File: src/rtl/penc_rr_arb.sv
`default_nettype none
// +----------------------------------------------------------------------------+
// | Module : penc_rr_arb                                                       |
// | Desc   : Registered N-input arbiter, fixed-priority or round-robin, with   |
// |          the grant held under a valid/ack handshake.                       |
// | Rev    : 1.0 - initial release                                             |
// +----------------------------------------------------------------------------+
module penc_rr_arb #(
  parameter int N = 8,
  parameter int W = $clog2(N)
) (
  input  logic         clk,
  input  logic         rst,
  input  logic         en,
  input  logic         mode,
  input  logic [N-1:0] req,
  input  logic         ack,
  output logic         valid,
  output logic [W-1:0] gnt_idx,
  output logic [N-1:0] gnt_onehot,
  output logic [W-1:0] ptr
);

  typedef enum logic [0:0] {
    IDLE  = 1'b0,
    GRANT = 1'b1
  } state_t;

  localparam logic [W-1:0] C_LAST = W'(N - 1);
  localparam logic [W:0]   C_N    = (W + 1)'(N);

  state_t         state_q, state_d;
  logic           valid_q, valid_d;
  logic [W-1:0]   gnt_idx_q, gnt_idx_d;
  logic [N-1:0]   gnt_onehot_q, gnt_onehot_d;
  logic [W-1:0]   ptr_q, ptr_d;

  logic           arb_now;
  logic [W-1:0]   fix_idx;
  logic [2*N-1:0] req_dbl;
  logic [N-1:0]   req_rot;
  logic [W-1:0]   rr_off;
  logic [W:0]     rr_sum;
  logic [W-1:0]   rr_idx;

  // Decide whether this edge arbitrates; an ack in round-robin mode moves the
  // pointer past the served requester before the same-edge re-arbitration.
  always_comb begin
    arb_now = 1'b0;
    ptr_d   = ptr_q;
    case (state_q)
      IDLE: arb_now = 1'b1;
      GRANT: begin
        if (ack) begin
          arb_now = 1'b1;
          if (mode) begin
            ptr_d = (gnt_idx_q == C_LAST) ? '0 : gnt_idx_q + W'(1);
          end
        end
      end
      default: arb_now = 1'b0;
    endcase
  end

  // Fixed priority: the highest set request index wins.
  always_comb begin
    fix_idx = '0;
    for (int i = 0; i < N; i++) begin
      if (req[i]) fix_idx = W'(i);
    end
  end

  // Round-robin: rotate req so bit 0 is the pointer position, take the lowest
  // set bit as an offset, then map the offset back modulo N.
  always_comb begin
    req_dbl = {req, req} >> ptr_d;
    req_rot = req_dbl[N-1:0];
    rr_off  = '0;
    for (int i = N - 1; i >= 0; i--) begin
      if (req_rot[i]) rr_off = W'(i);
    end
    rr_sum = {1'b0, ptr_d} + {1'b0, rr_off};
    if (rr_sum >= C_N) rr_sum = rr_sum - C_N;
    rr_idx = rr_sum[W-1:0];
  end

  // Next-state and next-output logic; a live grant is frozen until acked.
  always_comb begin
    state_d      = state_q;
    valid_d      = valid_q;
    gnt_idx_d    = gnt_idx_q;
    gnt_onehot_d = gnt_onehot_q;
    if (arb_now) begin
      if (en && (|req)) begin
        state_d      = GRANT;
        valid_d      = 1'b1;
        gnt_idx_d    = mode ? rr_idx : fix_idx;
        gnt_onehot_d = N'(1) << gnt_idx_d;
      end else begin
        state_d      = IDLE;
        valid_d      = 1'b0;
        gnt_idx_d    = '0;
        gnt_onehot_d = '0;
      end
    end
  end

  // State and output registers, cleared asynchronously.
  always_ff @(posedge clk or posedge rst) begin
    if (rst) begin
      state_q      <= IDLE;
      valid_q      <= 1'b0;
      gnt_idx_q    <= '0;
      gnt_onehot_q <= '0;
      ptr_q        <= '0;
    end else begin
      state_q      <= state_d;
      valid_q      <= valid_d;
      gnt_idx_q    <= gnt_idx_d;
      gnt_onehot_q <= gnt_onehot_d;
      ptr_q        <= ptr_d;
    end
  end

  assign valid      = valid_q;
  assign gnt_idx    = gnt_idx_q;
  assign gnt_onehot = gnt_onehot_q;
  assign ptr        = ptr_q;

endmodule
`default_nettype wire

File: config.mk
export PLATFORM = sky130hd
export DESIGN_NAME = penc_rr_arb
export DESIGN_NICKNAME = d
export VERILOG_FILES = /design/src/rtl/penc_rr_arb.sv
export SDC_FILE = /design/constraint.sdc
export NUM_CORES = 1
export LEC_CHECK = 0
export CAP_MARGIN = 20
export CORE_UTILIZATION = 48
export CTS_CLUSTER_DIAMETER = 60
export DETAILED_ROUTE_END_ITERATION = 10
export HOLD_SLACK_MARGIN = 0.12
export PLACE_DENSITY = 0.85
export SYNTH_ARGS = -nofsm -noshare
export SYNTH_HDL_FRONTEND = slang
export SYNTH_SLANG_ARGS = --single-unit
File: constraint.sdc
create_clock -name clk -period 3.9 [get_ports clk]
set_input_delay 0.585 -clock clk [delete_from_list [all_inputs] [get_ports clk]]
set_output_delay 0.585 -clock clk [all_outputs]
set_load 0.01 [all_outputs]
==> results of run 1 <==
cell families (layout without fill, tap and decap cells):
logic type,Yosys count,count (layout),synth area share [%]
compound gates,47,47,22.9
xor+xnor,2,2,1.52
fa+ha+maj,2,2,1.97
buf+inv,24,87,6.30
flops,15,15,22.8
mux,42,42,27.1
simple gates,60,60,17.5
cells in the final DEF, fill, tap and decap left out, types with 2 or more instances in the layout:
cell type and instances:
buf_4 48, mux2i_1 32, clkdlybuf4s50_1 25, nand2_1 20, nor2_1 15, dfrtp_1 15
mux2_2 7, inv_1 5, a21oi_1 5, o21ai_0 5, nor3_1 4, nand4_1 4
a32o_1 4, nor2b_1 3, or2_2 3, a211oi_2 3, a211oi_1 3, o41ai_2 3
clkbuf_4 3, o31ai_1 2, nand3_1 2, xnor2_2 2, inv_2 2, or3_1 2
a31oi_1 2, o22ai_1 2, nand2b_1 2, dlymetal6s2s_1 2
cells in the mapped netlist (2+ instances only):
cell type   n  area share, %
o31ai_1     2           0.91
nor3_1      4            1.2
inv_1       5            1.1
nand2b_1    2           0.76
buf_2       2           0.61
inv_2       2           0.46
a21o_1      2           0.91
mux2i_1    33             20
a31oi_1     3            1.1
nor2_1     16            3.6
or2_2       3            1.1
o21ai_0     5            1.5
nand2_1    20            4.6
a32o_1      4            2.4
mux2_2      7            4.8
nand3_1     2           0.61
dfrtp_1    15             23
a211oi_1    6            2.7
a21oi_1     5            1.5
or3_1       2           0.76
o22ai_1     2           0.76
nor2b_1     3            1.1
clkbuf_1   12            2.7
o41ai_1     4            2.1
nand4_1     4            1.5
through the flow:
step / cells / power [mW] / setup TNS (ps) / hold WS (ps) / setup WS, ps
5_1_grt: 299 / 1.82 / 0 / 506 / 1.85
4_1_cts: 297 / 1.62 / 0 / 499 / 36.8
3_5_place_dp: 293 / 1.51 / -2490 / 476 / -318
6_report: 299 / 1.72 / 0 / 500 / 175
2_1_floorplan: 192 / 0.977 / 0 / 486 / 179
3_3_place_gp: 293 / 1.48 / -1990 / 472 / -284
cell type report:
class / instances / area [um^2] / share of cell area (%)
tap: 44 / 55.1 / 2.32
clock inverter: 1 / 5.00 / 0.211
multi-input combinational: 153 / 1250 / 52.7
sequential: 15 / 375 / 15.8
timing repair buffer: 75 / 636 / 26.8
clock buffer: 3 / 22.5 / 0.948
inverter: 8 / 30.0 / 1.26
power by group through the flow:
stage	clock (mW)	combinational, mW	sequential (mW)
3_5_place_dp	0	1.24	0.267
5_1_grt	0.0962	1.46	0.270
4_1_cts	0.0889	1.27	0.264
3_3_place_gp	0	1.21	0.264
2_1_floorplan	0	0.706	0.271
6_report	0.0870	1.37	0.265
registers in the layout, summed over array words and instances, names as in the netlist:
| signal | flops |
|---|---|
| gnt_idx | 3 |
| gnt_onehot | 8 |
| ptr | 3 |
| valid | 1 |
layer usage:
layer	share of wire, %	track usage, %	routed length [um]
met3	5.1	5.12	263
met5	0	0	0
met4	1.6	6.17	81
met1	43	35.3	2200
met2	50	46.6	2590
critical path: stages, from the launching register on:
cell      delay [ps]
dfrtp_1          410
ha_2             470
mux2i_1          250
mux2i_1          100
mux2_2           300
buf_4            150
a31oi_1          150
o21ai_0          130
a211oi_1         230
nor3_1            90
fa_1             420
xnor2_2          160
and4_4           160
o31a_1           300
a32o_1           270
final timing paths:
path,cells past startpoint,slack (ps),endpoint,startpoint
max,14,170,gnt_onehot[4],gnt_idx[1]
min,2,500,gnt_onehot[3],gnt_onehot[3]
max reg2reg,14,170,gnt_onehot[4],gnt_idx[1]
min reg2reg,2,500,gnt_onehot[3],gnt_onehot[3]
max in group asynchronous,2,2860,gnt_onehot[1],rst
min in group asynchronous,2,660,gnt_idx[0],rst
timing repair:
| action | CTS | global route |
|---|---|---|
| buffers inserted | 0 | 2 |
| resized for setup | 3 | 14 |
| pin swaps | 0 | 4 |
| endpoints found under the setup margin | 5 | 9 |
==> impl_metrics.env, run 1 <==
export IMPL_antenna_cells=0
export IMPL_startpoint_type="flop"
export IMPL_fin_skew_ps=10.9
export IMPL_status="finished, final reports clean"
export IMPL_maxSlewHeadroom_pct=63.0
export IMPL_cts_tree="built"
export IMPL_worstPathMaxFanout=7
export IMPL_cts_root_buf="clkbuf_4"
export IMPL_p_seq_share_pct=15.5
export IMPL_fillers=206
export IMPL_hp_class="flop to flop"
export IMPL_fin_util_pct=75.3
export IMPL_critPathRequiredTime_ps=4070
export IMPL_ios=28
export IMPL_die_w_um=60.6
export IMPL_wl_per_cell_um=17.2
export IMPL_synth_edf_count=0
export IMPL_finalNetCount=271
export IMPL_htreeDepth=1
export IMPL_fp_coreArea_um2=3150
export IMPL_syn_to_final_growth_pct=44.1
export IMPL_rsz0062_at_grt="no"
export IMPL_p_sw_uw=767
export IMPL_period_share_pct=95.5
export IMPL_dieArea_um2=3670
export IMPL_fin_crit_ps=3730
export IMPL_first_iter_violations=139
export IMPL_p_clk_share_pct=5.1
export IMPL_yosysSeqAreaShare_pct=22.8
export IMPL_swShare_pct=44.6
export IMPL_placed_area_um2=2240
export IMPL_rows=20
export IMPL_p_comb_share_pct=79.5
export IMPL_max_cap_violations=0
export IMPL_slew_viol_final=0
export IMPL_syn_inst=192
export IMPL_design_area_um2=2370
export IMPL_grt_pass1_vias=1693
export IMPL_grt_pass1_wl_um=7520
export IMPL_grt_max_degree=16
export IMPL_start_util_pct=52.3
export IMPL_drive_gt1_share_pct=34.1
export IMPL_clk_pin_slew_ps=90
export IMPL_routabilityCongestion=0.912
export IMPL_hold_buffers=0
export IMPL_async_flop_share_pct=100
export IMPL_crit_path_end_kind="flop"
export IMPL_yosys_cell_types_count=52
export IMPL_worstSkewPairLatency_ps=280
export IMPL_max_freq_mhz=268
export IMPL_antenna_found_initial=0
export IMPL_overflow=0
export IMPL_hold_viol=0
export IMPL_ys_warn_count=0
export IMPL_post_route_drc_count=0
export IMPL_powerDensity_nw_per_um2=724
export IMPL_portBuffers=27
export IMPL_setup_viol=0
export IMPL_synth_nets=207
export IMPL_syn_area_per_cell_um2=8.58
export IMPL_worstSetupPathType="flop to flop"
export IMPL_firstDrtPassIters=4
export IMPL_finalWirelength_um=5130
export IMPL_mappedNetlistArea_um2=1650
export IMPL_synth_ff_type="dfrtp_1"
export IMPL_die_h_um=60.6
export IMPL_track_usage_pct=27.1
export IMPL_clock_path_buffers=2
export IMPL_dpl_hpwl_um=3760
export IMPL_power_internal_uw=952
export IMPL_dr_total_vias=1767
export IMPL_cts_buffers_inserted=3
export IMPL_max_slew_worst_pin_slew_ps=555
export IMPL_ir_drop_v=0.000418
export IMPL_worstPathArrival_ps=3890
export IMPL_p_leak_nw=1.08
export IMPL_ant_nets=0
export IMPL_ys_ff_latch=15
export IMPL_cts_num_sinks=15
export IMPL_via_per_inst=5.91
Power figures use the tool's default switching activity.
==> inputs of run 2 (changes only) <==
Settings changed: PLACE_DENSITY 0.85 to 0.87.
==> run 2 against run 1 <==
Against the previous run: maximum frequency is 0.92% lower; utilization up 0.87 points; cell count fell by 1.0%; routed wire length shrank 1.2%; worst hold slack lost 9.2 ps; first-iteration DRC count decreased by 5.0%; via count rose by 1.9%; critical path type unchanged; critical endpoint is now gnt_onehot[1].
==> impl_metrics.env, run 2 (synthesis results as in run 1) <==
export IMPL_status="finished, final reports clean"
export IMPL_wl_met1_um=2100
export IMPL_p_leak_nw=1.08
export IMPL_wl_per_cell_um=17.1
export IMPL_final_common_cell="buf_4"
export IMPL_p_comb_share_pct=79.9
export IMPL_slew_viol_final=0
export IMPL_final_cells=296
export IMPL_max_slew_worst_pin_slew_ps=549
export IMPL_finalNetCount=268
export IMPL_syn_to_final_growth_pct=45.8
export IMPL_max_cap_violations=0
export IMPL_fin_crit_ps=3760
export IMPL_die_w_um=60.6
export IMPL_cts_root_buf="clkbuf_4"
export IMPL_setup_viol=0
export IMPL_p_total_mw=1.79
export IMPL_max_freq_mhz=266
export IMPL_ant_nets=0
export IMPL_r2r_start="gnt_idx[1]"
export IMPL_power_internal_uw=985
export IMPL_hold_buffers=0
export IMPL_firstDrtPassIters=4
export IMPL_grt_max_degree=16
export IMPL_p_clk_share_pct=5.1
export IMPL_period_share_pct=96.4
export IMPL_maxSlewHeadroom_pct=63.4
export IMPL_dr_total_vias=1801
export IMPL_fillers=228
export IMPL_reg2reg_to="gnt_onehot[1]"
export IMPL_cts_tree="built"
export IMPL_hold_start="gnt_onehot[7]"
export IMPL_fin_skew_ps=2.05
export IMPL_post_route_drc_count=0
export IMPL_die_h_um=60.6
export IMPL_p_seq_share_pct=15.0
export IMPL_setup_tns_ps=0
export IMPL_worstPathMaxFanout=4
export IMPL_grt_pass1_vias=1671
export IMPL_clock_path_buffers=2
export IMPL_grt_pass1_wl_um=7780
export IMPL_worstSkewPairLatency_ps=300
export IMPL_path_cells="ha_2 > buf_4 > mux2i_1 > mux2_2 > nor2_1 > a211oi_2 > a221oi_4 > a211oi_2 > nor3_2 > fa_2 > xnor2_2 > and4_4 > o31a_1 > o41ai_2"
export IMPL_max_stage_delay_ps=410
export IMPL_placed_area_um2=2230
export IMPL_worstSetupPathType="flop to flop"
export IMPL_rsz0062_at_grt="no"
export IMPL_reg2regPathDepth=14
export IMPL_powerDensity_nw_per_um2=746
export IMPL_hp_class="flop to flop"
export IMPL_finalWirelength_um=5070
export IMPL_first_iter_violations=132
export IMPL_swShare_pct=45.0
export IMPL_min_to="gnt_onehot[7]"
export IMPL_rows=20
export IMPL_worstPathArrival_ps=3950
export IMPL_dp_cells=290
export IMPL_start_util_pct=52.3
export IMPL_hold_ws_ps=490
export IMPL_wl_met2_um=2490
export IMPL_routabilityCongestion=1.02
export IMPL_final_cell_mix="44 x buf_4, 31 x mux2i_1, 25 x clkdlybuf4s50_1"
export IMPL_startpoint_type="flop"
export IMPL_antenna_found_initial=0
export IMPL_rrSetupSlack_ps=140
export IMPL_clk_pin_slew_ps=90
export IMPL_dieArea_um2=3670
export IMPL_cts_num_sinks=15
export IMPL_overflow=0
export IMPL_crit_start="gnt_idx[1]"
export IMPL_ios=28
export IMPL_hold_depth=2
export IMPL_ir_drop_v=0.000387
export IMPL_htreeDepth=1
export IMPL_crit_top_cell="a211oi_2"
export IMPL_crit_path_end_kind="flop"
export IMPL_p_sw_uw=807
export IMPL_cts_buffers_inserted=3
export IMPL_route_met3_wl_um=378
export IMPL_critPathRequiredTime_ps=4090
export IMPL_via_per_inst=6.08
export IMPL_portBuffers=27
export IMPL_antenna_cells=0
export IMPL_top_layer_used="met4"
export IMPL_drive_gt1_share_pct=35.3
export IMPL_design_area_um2=2400
export IMPL_dpl_hpwl_um=3840
export IMPL_cpMaxStageDelayCell="dfrtp_1"
export IMPL_largest_reg_flops=8
export IMPL_hold_viol=0
export IMPL_fp_coreArea_um2=3150
export IMPL_track_usage_pct=28.8
[run 2: area by class of cell]
class	instances	area, um^2	area share [%]
well taps	44	55.1	2.29
flip-flops and latches	15	375	15.6
inverters	8	31.3	1.30
clock inverters	1	5.00	0.208
repair buffers	72	626	26.0
multi-input cells	153	1290	53.6
clock buffers	3	22.5	0.938
[run 2: metal layers]
layer,vias up,track usage [%]
met1,857,39.2
met4,0,7.47
li1,841,-
met3,15,5.76
met5,-,0
met2,88,47.1
[run 2: critical path, delay by kind of cell (launching register included)]
family | cells | cell delay, ps
XOR/XNOR | 1 | 160
flip-flops | 1 | 410
buffers and inverters | 1 | 160
adder cells (fa/ha/maj) | 2 | 800
multiplexers | 2 | 360
AND/OR/NAND/NOR | 3 | 310
AO/OA/AOI/OAI | 5 | 1460
[run 2: timing repair]
action	in CTS	in global routing
setup buffers	0	2
pin swaps	0	7
gates resized for setup	5	20
setup endpoints to repair	4	9
[run 2: through the flow]
step,setup WS (ps),util [%]
2_1_floorplan,179,-
3_5_place_dp,-360,70.9
5_1_grt,6.73,76.2
6_report,140,76.2
3_3_place_gp,-336,70.9
4_1_cts,0.147,72.4
[run 2: power by group through the flow]
stage | Clock, mW | Combinational (mW) | Sequential (mW)
4_1_cts | 0.0918 | 1.26 | 0.263
2_1_floorplan | 0 | 0.706 | 0.271
6_report | 0.0921 | 1.43 | 0.268
3_3_place_gp | 0 | 1.21 | 0.264
3_5_place_dp | 0 | 1.24 | 0.266
5_1_grt | 0.101 | 1.53 | 0.274
[run 2: worst max path at each step]
stage / to / slack, ps / cells after the start
final: gnt_onehot[1] / 140 / 14
after global placement: gnt_onehot[5] / -340 / 13
after CTS: gnt_onehot[5] / 0.1 / 17
after floorplan: gnt_onehot[1] / 180 / 12
after detailed placement: gnt_onehot[1] / -360 / 13
after global routing: gnt_onehot[1] / 7 / 14
